`src/rtl/cpu_seq_ctrl_pkg.sv`:
```
// cpu_seq_ctrl_pkg: shared encodings for the sequencer (classes/ALU ops, subops, FSM states, exec kinds, instruction layout)
package cpu_seq_ctrl_pkg;
  typedef enum logic [1:0] {OP_ONE, OP_ADD, OP_SUB, OP_SWAP} alu_op_t;
  typedef enum logic [2:0] {SO_STORE, SO_LOAD, SO_STOP, SO_JUMP, SO_MSTORE, SO_INC, SO_DEC, SO_ILL} subop_t;
  typedef enum logic [2:0] {S_IDLE, S_FETCH, S_DECODE, S_EXEC, S_WB, S_OPND, S_JMP, S_HALT} state_t;
  typedef enum logic [2:0] {K_STORE, K_LOAD, K_STOP, K_JUMP, K_MSTORE, K_ALU, K_SWAP, K_NOP} kind_t;
  typedef struct packed {
    alu_op_t cls;
    subop_t subop;
    logic [2:0] r;
  } instr_t;
endpackage

```
`src/rtl/cpu_seq_ctrl_if.sv`:
```
// cpu_seq_ctrl_if: memory, ALU and regfile/accumulator control bundle
//   master = sequencer (drives strobes/addresses), slave = datapath (returns mem_rdata, alu_flag_zero)
interface cpu_seq_ctrl_if #(parameter int ADDR_W = 8);
  logic [ADDR_W-1:0] mem_addr;
  logic mem_rd;
  logic mem_wr;
  logic [7:0] mem_rdata;
  logic alu_en;
  logic [1:0] alu_op;
  logic alu_a_sel;
  logic alu_flag_zero;
  logic [2:0] rf_addr;
  logic rf_we;
  logic acc_we;
  logic acc_src;
  modport master (
    output mem_addr, mem_rd, mem_wr, alu_en, alu_op, alu_a_sel, rf_addr, rf_we, acc_we, acc_src,
    input mem_rdata, alu_flag_zero
  );
  modport slave (
    input mem_addr, mem_rd, mem_wr, alu_en, alu_op, alu_a_sel, rf_addr, rf_we, acc_we, acc_src,
    output mem_rdata, alu_flag_zero
  );
endinterface

```
`src/rtl/cpu_seq_ctrl_decode.sv`:
```
// cpu_seq_ctrl_decode: combinational IR decode
//   ir -> is_alu (ADD/SUB/INC/DEC), alu_op, alu_a_sel (IR passthrough for ONE class), kind (EXEC behaviour)
module cpu_seq_ctrl_decode
  import cpu_seq_ctrl_pkg::*;
(
  input  logic [7:0] ir,
  output logic       is_alu,
  output alu_op_t    alu_op,
  output logic       alu_a_sel,
  output kind_t      kind
);
  instr_t i;
  assign i = ir;
  // class-00 non-ALU subops share their encoding with kind_t, so they map by cast
  always_comb begin
    is_alu = i.cls == OP_ADD || i.cls == OP_SUB || (i.cls == OP_ONE && (i.subop == SO_INC || i.subop == SO_DEC));
    alu_op = i.cls;
    alu_a_sel = i.cls == OP_ONE;
    kind = is_alu ? K_ALU : i.cls == OP_SWAP ? K_SWAP : kind_t'(i.subop);
  end
endmodule

```
`src/rtl/cpu_seq_ctrl.sv`:
```
// cpu_seq_ctrl: multi-cycle fetch/decode/execute sequencer for the 8-bit CPU
//   clk, rst (async active-high), start (leave IDLE/HALT, fetch from RESET_PC)
//   bus: memory/ALU/regfile/accumulator strobes (master side)
//   pc, ir, busy, halted, illegal (sticky, cleared by rst/start): status
module cpu_seq_ctrl
  import cpu_seq_ctrl_pkg::*;
#(
  parameter int ADDR_W = 8,
  parameter logic [ADDR_W-1:0] RESET_PC = '0
) (
  input  logic              clk,
  input  logic              rst,
  input  logic              start,
  cpu_seq_ctrl_if.master    bus,
  output logic [ADDR_W-1:0] pc,
  output logic [7:0]        ir,
  output logic              busy,
  output logic              halted,
  output logic              illegal
);
  state_t state;
  kind_t kind;
  alu_op_t op;
  logic is_alu, a_sel, ex;
  cpu_seq_ctrl_decode u_dec (.ir(ir), .is_alu(is_alu), .alu_op(op), .alu_a_sel(a_sel), .kind(kind));
  assign ex = state == S_EXEC;
  always_ff @(posedge clk or posedge rst) begin
    if (rst) begin
      state <= S_IDLE;
      pc <= RESET_PC;
      ir <= '0;
      illegal <= 1'b0;
    end else begin
      case (state)
        S_IDLE, S_HALT: if (start) begin
          state <= S_FETCH;
          pc <= RESET_PC;
          illegal <= 1'b0;
        end
        S_FETCH: begin
          pc <= pc + 1'b1;
          state <= S_DECODE;
        end
        S_DECODE: begin
          ir <= bus.mem_rdata;
          state <= S_EXEC;
        end
        S_EXEC: begin
          if (kind == K_NOP) illegal <= 1'b1;
          if (kind == K_JUMP) pc <= pc + 1'b1;
          state <= kind == K_ALU ? S_WB : kind == K_STOP ? S_HALT : kind == K_JUMP ? S_OPND : S_FETCH;
        end
        S_WB: state <= S_FETCH;
        S_OPND: state <= S_JMP;
        S_JMP: begin
          // ir[0] marks the jump as conditional on the ALU zero flag
          if (!ir[0] || bus.alu_flag_zero) pc <= ADDR_W'(bus.mem_rdata);
          state <= S_FETCH;
        end
      endcase
    end
  end
  assign bus.mem_addr = pc;
  assign bus.mem_rd = state == S_FETCH || (ex && kind == K_JUMP);
  assign bus.mem_wr = ex && kind == K_MSTORE;
  assign bus.alu_en = ex && is_alu;
  assign bus.alu_op = op;
  assign bus.alu_a_sel = a_sel;
  assign bus.rf_addr = ir[2:0];
  assign bus.rf_we = ex && (kind == K_STORE || kind == K_SWAP);
  // SWAP writes both sides at once; the datapath samples the old values
  assign bus.acc_we = (ex && (kind == K_LOAD || kind == K_SWAP)) || state == S_WB;
  assign bus.acc_src = ex;
  assign busy = state != S_IDLE && state != S_HALT;
  assign halted = state == S_HALT;
endmodule

```
`src/flat_wrapper.sv`:
```
// flat-port wrapper written by rule: the top's interface ports become plain ports
module cpu_seq_ctrl_flat import cpu_seq_ctrl_pkg::*;
#(
  parameter int ADDR_W = 8,
  parameter logic [ADDR_W-1:0] RESET_PC = '0
)
  (clk, rst, start, pc, ir, busy, halted, illegal, bus_mem_addr, bus_mem_rd, bus_mem_wr, bus_alu_en, bus_alu_op, bus_alu_a_sel, bus_rf_addr, bus_rf_we, bus_acc_we, bus_acc_src, bus_mem_rdata, bus_alu_flag_zero);
  cpu_seq_ctrl_if #(.ADDR_W(ADDR_W)) bus_i ();
  input  logic clk;
  input  logic rst;
  input  logic start;
  output logic [ADDR_W-1:0] pc;
  output logic [7:0] ir;
  output logic busy;
  output logic halted;
  output logic illegal;
  output wire logic [$bits(bus_i.mem_addr)-1:0] bus_mem_addr;
  output wire logic [$bits(bus_i.mem_rd)-1:0] bus_mem_rd;
  output wire logic [$bits(bus_i.mem_wr)-1:0] bus_mem_wr;
  output wire logic [$bits(bus_i.alu_en)-1:0] bus_alu_en;
  output wire logic [$bits(bus_i.alu_op)-1:0] bus_alu_op;
  output wire logic [$bits(bus_i.alu_a_sel)-1:0] bus_alu_a_sel;
  output wire logic [$bits(bus_i.rf_addr)-1:0] bus_rf_addr;
  output wire logic [$bits(bus_i.rf_we)-1:0] bus_rf_we;
  output wire logic [$bits(bus_i.acc_we)-1:0] bus_acc_we;
  output wire logic [$bits(bus_i.acc_src)-1:0] bus_acc_src;
  input wire logic [$bits(bus_i.mem_rdata)-1:0] bus_mem_rdata;
  input wire logic [$bits(bus_i.alu_flag_zero)-1:0] bus_alu_flag_zero;
  assign bus_mem_addr = bus_i.mem_addr;
  assign bus_mem_rd = bus_i.mem_rd;
  assign bus_mem_wr = bus_i.mem_wr;
  assign bus_alu_en = bus_i.alu_en;
  assign bus_alu_op = bus_i.alu_op;
  assign bus_alu_a_sel = bus_i.alu_a_sel;
  assign bus_rf_addr = bus_i.rf_addr;
  assign bus_rf_we = bus_i.rf_we;
  assign bus_acc_we = bus_i.acc_we;
  assign bus_acc_src = bus_i.acc_src;
  assign bus_i.mem_rdata = bus_mem_rdata;
  assign bus_i.alu_flag_zero = bus_alu_flag_zero;
  cpu_seq_ctrl #(.ADDR_W(ADDR_W), .RESET_PC(RESET_PC)) u_core (.clk(clk), .rst(rst), .start(start), .bus(bus_i), .pc(pc), .ir(ir), .busy(busy), .halted(halted), .illegal(illegal));
endmodule
```
`config.mk`:
```
export PLATFORM = sky130hd
export DESIGN_NAME = cpu_seq_ctrl_flat
export DESIGN_NICKNAME = d
export VERILOG_FILES = /design/src/rtl/cpu_seq_ctrl_pkg.sv /design/src/rtl/cpu_seq_ctrl_if.sv /design/src/rtl/cpu_seq_ctrl_decode.sv /design/src/rtl/cpu_seq_ctrl.sv /design/src/flat_wrapper.sv
export SDC_FILE = /design/constraint.sdc
export NUM_CORES = 1
export LEC_CHECK = 0
export CAP_MARGIN = 10
export CORE_UTILIZATION = 31
export CTS_BUF_LIST = sky130_fd_sc_hd__clkbuf_4 sky130_fd_sc_hd__clkbuf_8
export CTS_CLUSTER_SIZE = 25
export DETAILED_ROUTE_END_ITERATION = 8
export GPL_TIMING_DRIVEN = 1
export SLEW_MARGIN = 5
export SYNTH_ARGS = -nofsm -noshare
export SYNTH_HDL_FRONTEND = slang
export SYNTH_HIERARCHICAL = 1
export SYNTH_SLANG_ARGS = --single-unit
export TNS_END_PERCENT = 20
```
`constraint.sdc`:
```
create_clock -name clk -period 3.2 [get_ports clk]
set_input_delay 0.64 -clock clk [delete_from_list [all_inputs] [get_ports clk]]
set_output_delay 0.64 -clock clk [all_outputs]
set_load 0.05 [all_outputs]
```
==> run metrics, run 1 <==
Boundary Pins between 50 and 60; Post-DRT Antenna Nets 0; GRT overflow 0; Hold WC Path Type register to register; initial antenna violation count 0; Clock transition at path regs 0.08 ns; CP max FO 9; #FFs+latches synth 20; # setup viols final 0; Worst Skew 0.002617 ns; Num CTS Buffers 3; fin util 47.22%; final worst slack around 0.093 ns; CP arrival 2.47 ns; clock tree buffer depth 2; max-cap violations 0; ANT cells 0; cell depth of the worst setup path 8; die area 0.004668 mm2; total track usage 15.42%; H-tree depth 1; Post-synth EDFFs 0; delay-heaviest family, CP simple AND/OR/NAND/NOR gates; peak per-stage delay on the critical path 0.61 ns; Worst Path Buf+Inv 2; Finished Cell Area 0.001943 mm2; DPL Wire Length 2548 um; via count of the routed design 1244; Place WS 0.3693 ns; CP required 2.56 ns; CTS tree yes; critical path type register to output pin; number of global-route vias before repair 1132; RSZ-0062 raised after global routing false; Die X-Extent 68.33 um; ys flop type dfrtp_1; core area slightly above 0.004 mm2; end of the critical path bus_acc_we; CP max stage cell or4_4; drt drc 0; final WL 3402 um; cell area after synthesis 0.001364 mm2; reg2reg path depth 8; CP Cell Sequence inv_1 > ha_1 > and4b_1 > or4_4 > nor3b_1 > a21oi_1 > o22ai_4 > buf_12; first-pass GRT wire length 5395 um; DR iter-0 viols 34; IO Port Bufs 50; reg2reg end u_core/bus.mem_addr[0]$_DFFE_PP0P_; Critical Path Start u_core/ir[6]$_DFFE_PP0P_; hold_buf cts 0; r2r startpoint u_core/ir[6]$_DFFE_PP0P_; Slew @ Worst Pin 0.7893 ns; via/cell ratio 5.316; post-route minimum period 3.107 ns; final hold violation count 0; clk sinks 20; Startpoint Class register; worst rel slew slack 47.32%; R2R Setup Slk 0.58 ns; sequential fraction of the synthesis area roughly 37%; clock latency on the worst-skew pair 0.25 ns; Synth Net Count 163; fin. max-slew vios 0; die height around 68 um; synth warn 6; pin count of the biggest net entering global routing 21; fmax 321.9 MHz; First-pass DRT Iterations 4; cells after synthesis 148; RePlAce Congestion 0.7778; placement row count 23; post-CTS sizing 0; Net count, final 200; post-synthesis cell type count 37; outcome finished clean; Placed Area 0.001888 mm2; crit path capture type output pin; Initial Utilization about a third; Area Overhead vs Synth 42.48%; Setup TNS 0 ns; asr flop ratio synth 100.0%; buffer count from post-CTS setup fixing 0; per-cell routed wire length 14.54 um; Clock Tree Root clkbuf_8; Avg Inst Size Synth around 9.2 um2; layout cell share with drive strength beyond 1 17.39%; crit share post-route 97.09%
sequential cells by signal, summed over array words and instances, names as in the netlist:
name	flops
u_core/ir	8
u_core/state	3
u_core/illegal	1
u_core/bus.mem_addr	8
Yosys cell counts (4+ instances only):
cell type  instances  area (um2)
nand2_1            9       33.78
nor3_1             5       25.02
nand2b_1           4       25.02
mux2_2             8       90.09
dfrtp_1           20       500.5
clkbuf_1           4       15.01
o2bb2ai_1          7       61.31
inv_1              6       22.52
a21oi_1           11       55.05
o21ai_0           12       60.06
nor4_1             4       25.02
buf_4             13       97.59
nor2_1             4       15.01
nor2b_1            4       25.02
kinds of logic after synthesis:
| kind of cell | count (synthesis) | synth area share (%) |
|---|---|---|
| flops | 20 | 36.70 |
| xor+xnor | 2 | 1.285 |
| mux | 10 | 8.257 |
| compound gates | 38 | 18.90 |
| fa+ha+maj | 3 | 2.753 |
| buf+inv | 26 | 11.01 |
| simple gates | 49 | 21.10 |
worst reg2reg max path: stages (launching register included):
cell	delay [ns]
dfrtp_2	0.40
inv_1	0.05
ha_1	0.23
and4b_1	0.24
or4_4	0.61
nand4b_1	0.15
a21oi_2	0.12
nor2_2	0.35
mux2_1	0.36
cell usage in the layout, fill, tap and decap left out, types with 3 or more instances in the layout:
cell type,netlist,routed
clkbuf_8,0,4
nor2_1,4,4
dfrtp_1,20,18
buf_4,13,3
inv_1,6,6
ha_1,3,3
a21oi_1,11,10
nor4_1,4,4
nor2_2,3,3
nand2b_1,4,4
mux2_2,8,8
o2bb2ai_1,7,7
o21ai_0,12,12
buf_12,0,3
nor3_1,5,4
clkdlybuf4s50_1,0,46
nand3_1,3,3
nor2b_1,4,4
nand2_1,9,9
area by class of cell:
| type | instances | area (um2) |
|---|---|---|
| Fill cell | 392 | 2172 |
| Multi-Input combinational cell | 102 | 757.0 |
| Timing Repair Buffer | 52 | 543.0 |
| Sequential cell | 20 | 503.0 |
| Tap cell | 50 | 62.56 |
| Clock buffer | 4 | 55.05 |
| Inverter | 6 | 22.52 |
metrics by stage:
step	instances	hold slack [ns]
floorplan	148	0.6037
global placement	230	0.5073
detailed placement	230	0.5273
CTS	234	0.5450
global route	234	0.5900
finish	234	0.5302
worst min-delay path by stage:
stage	start	endpoint	slack, ns	cells past startpoint
2_1_floorplan	rst	u_core/bus.mem_addr[0]$_DFFE_PP0P_	0.60	1
3_3_place_gp	u_core/illegal$_DFFE_PP0P_	u_core/illegal$_DFFE_PP0P_	0.51	2
3_5_place_dp	u_core/illegal$_DFFE_PP0P_	u_core/illegal$_DFFE_PP0P_	0.53	2
4_1_cts	u_core/illegal$_DFFE_PP0P_	u_core/illegal$_DFFE_PP0P_	0.54	2
5_1_grt	u_core/ir[1]$_DFFE_PP0P_	u_core/ir[1]$_DFFE_PP0P_	0.59	1
6_report	u_core/illegal$_DFFE_PP0P_	u_core/illegal$_DFFE_PP0P_	0.53	2
metal layers:
layer	wire length, um	global-route usage, %	vias to the layer above
met3	180	2.167	2
met4	19	4.688	0
met1	1550	21.04	602
met5	0	0	-
met2	1651	25.00	41
li1	-	-	599
Power of run 1 is left out: the tool's default activity adds up to more than one toggle a clock period on the data nets, which glitch-free logic cannot reach.
==> run 2: changes to the inputs <==
--- a/config.mk
+++ b/config.mk
@@ -6,11 +6,14 @@
 export NUM_CORES = 1
 export LEC_CHECK = 0
 export CAP_MARGIN = 10
+export CORE_ASPECT_RATIO = 0.7
 export CORE_UTILIZATION = 31
 export CTS_BUF_LIST = sky130_fd_sc_hd__clkbuf_4 sky130_fd_sc_hd__clkbuf_8
 export CTS_CLUSTER_SIZE = 25
 export DETAILED_ROUTE_END_ITERATION = 8
 export GPL_TIMING_DRIVEN = 1
+export HOLD_SLACK_MARGIN = 0.05
+export PLACE_DENSITY = 0.62
 export SLEW_MARGIN = 5
 export SYNTH_ARGS = -nofsm -noshare
 export SYNTH_HDL_FRONTEND = slang
==> run metrics, run 2 (synthesis gave the netlist of run 1 again) <==
placement row count 19 (-17%); Slew @ Worst Pin 0.7645 ns (-0.02471 ns); H-tree depth 1 (unchanged); die area 0.004673 mm2 (about the same); met3 usage 4.480% (+2.3 points); M1 GR Usage 23.65% (+2.6 points); max-cap violations 0 (unchanged); fmax 330.4 MHz (+2.7%); via/cell ratio 5.178 (-2.6%); most frequent cells in the layout clkdlybuf4s50_1, dfrtp_1, o21ai_0; final hold violation count 0 (unchanged); drt drc 0 (unchanged); Post-DRT Antenna Nets 0 (unchanged); DR iter-0 viols 44 (+29%); Boundary Pins 51 (unchanged); Hold WC Path Type register to register; Final Non-Filler Cells 236 (+0.85%); Seq. cell area 503.0 um2 (unchanged); RSZ-0062 raised after global routing false; ANT cells 0 (unchanged); worst rel slew slack 48.97% (+1.6 points); Num CTS Buffers 3 (unchanged); core area 0.004065 mm2 (-1.2%); Most Crowded Layer GR met1; first-pass GRT wire length 5533 um (+2.6%); critical path type register to output pin; CTS tree yes; Cell Count Post-Placement 232 (+0.87%); die height 57.50 um (-16%); via count of the routed design 1222 (-1.8%); Startpoint Class register; crit path capture type output pin; IO Port Bufs 50 (unchanged); outcome finished clean; fin. max-slew vios 0 (unchanged); post-route minimum period 3.027 ns (-0.08021 ns); layout cell share with drive strength beyond 1 17.93% (+0.54 points); clock latency on the worst-skew pair 0.25 ns (about the same); Worst Skew 0.0008687 ns (-0.001748 ns); Initial Utilization 33.55% (+0.41 points); hold_buf cts 0 (unchanged); pin count of the biggest net entering global routing 21 (unchanged); clk sinks 20 (unchanged); final worst slack 0.1734 ns (+0.08021 ns); commonest non-fill, non-tap cell in the layout clkdlybuf4s50_1; clock tree buffer depth 2 (unchanged); Clock Tree Root clkbuf_8; Area Overhead vs Synth 42.48% (unchanged); GRT overflow 0 (unchanged); buffer count from post-CTS setup fixing 0 (unchanged); Net count, final 200 (unchanged); number of global-route vias before repair 1097 (-3.1%); Die X-Extent 81.28 um (+19%); # setup viols final 0 (unchanged); Place WS 0.3931 ns (+0.02378 ns); DPL Wire Length 2648 um (+3.9%); post-CTS sizing 0 (unchanged); Clock transition at path regs 0.07 ns (about the same); CP arrival 2.39 ns (-0.08 ns); final WL 3420 um (+0.53%); First-pass DRT Iterations 4 (unchanged); # fillers 378 (-3.6%); GR Util met2 22.50% (-2.5 points); CP required 2.56 ns (about the same); per-cell routed wire length 14.49 um (-0.32%); multi-input logic area 760.7 um2 (+0.50%); crit share post-route 94.58% (-2.5 points); initial antenna violation count 0 (unchanged); CP max FO 9 (unchanged); RePlAce Congestion 0.8181 (+5.2%); total track usage 15.43% (about the same)
-- run 2: worst paths after layout --
kind / startpoint / to / slack (ns) / cells after the start
setup / recovery: u_core/ir[6]$_DFFE_PP0P_ / bus_acc_we / 0.17 / 8
hold / removal: u_core/illegal$_DFFE_PP0P_ / u_core/illegal$_DFFE_PP0P_ / 0.53 / 2
setup reg to reg: u_core/ir[6]$_DFFE_PP0P_ / u_core/bus.mem_addr[1]$_DFFE_PP0P_ / 0.62 / 8
hold reg to reg: u_core/illegal$_DFFE_PP0P_ / u_core/illegal$_DFFE_PP0P_ / 0.53 / 2
max in group asynchronous: rst / u_core/ir[6]$_DFFE_PP0P_ / 1.85 / 2
min in group asynchronous: rst / u_core/ir[2]$_DFFE_PP0P_ / 0.82 / 2
-- run 2: critical path: stages (launching register included) --
cell and delay (ns):
dfrtp_2 0.40, inv_1 0.05, ha_1 0.23, and4b_1 0.23, or4_4 0.60, nor3b_1 0.19
a21oi_2 0.17, o22ai_4 0.09, buf_12 0.18
-- run 2: cell type report --
type	count	area share (%)
inverter	6	1.159
timing repair buffer	52	27.95
multi-input combinational	102	39.15
tap	52	3.348
sequential	20	25.89
clock buffer	4	2.511
-- run 2: stage by stage --
stage / hold slack, ns / TNS [ns] / utilization (%) / cell area (um2)
after floorplan: 0.6037 / -0.2131 / - / 1410
after global routing: 0.5813 / 0 / 47.80 / 1943
after CTS: 0.5395 / 0 / 47.71 / 1939
after detailed placement: 0.5173 / 0 / 46.51 / 1891
final: 0.5254 / 0 / 47.80 / 1943
after global placement: 0.5131 / 0 / 46.51 / 1891
-- run 2: routing by layer --
layer / up-vias / wire, um
li1: 594 / -
met5: - / 0
met2: 46 / 1461
met4: 0 / 0
met3: 0 / 250
met1: 582 / 1708
Power of run 2 is left out for the same reason.
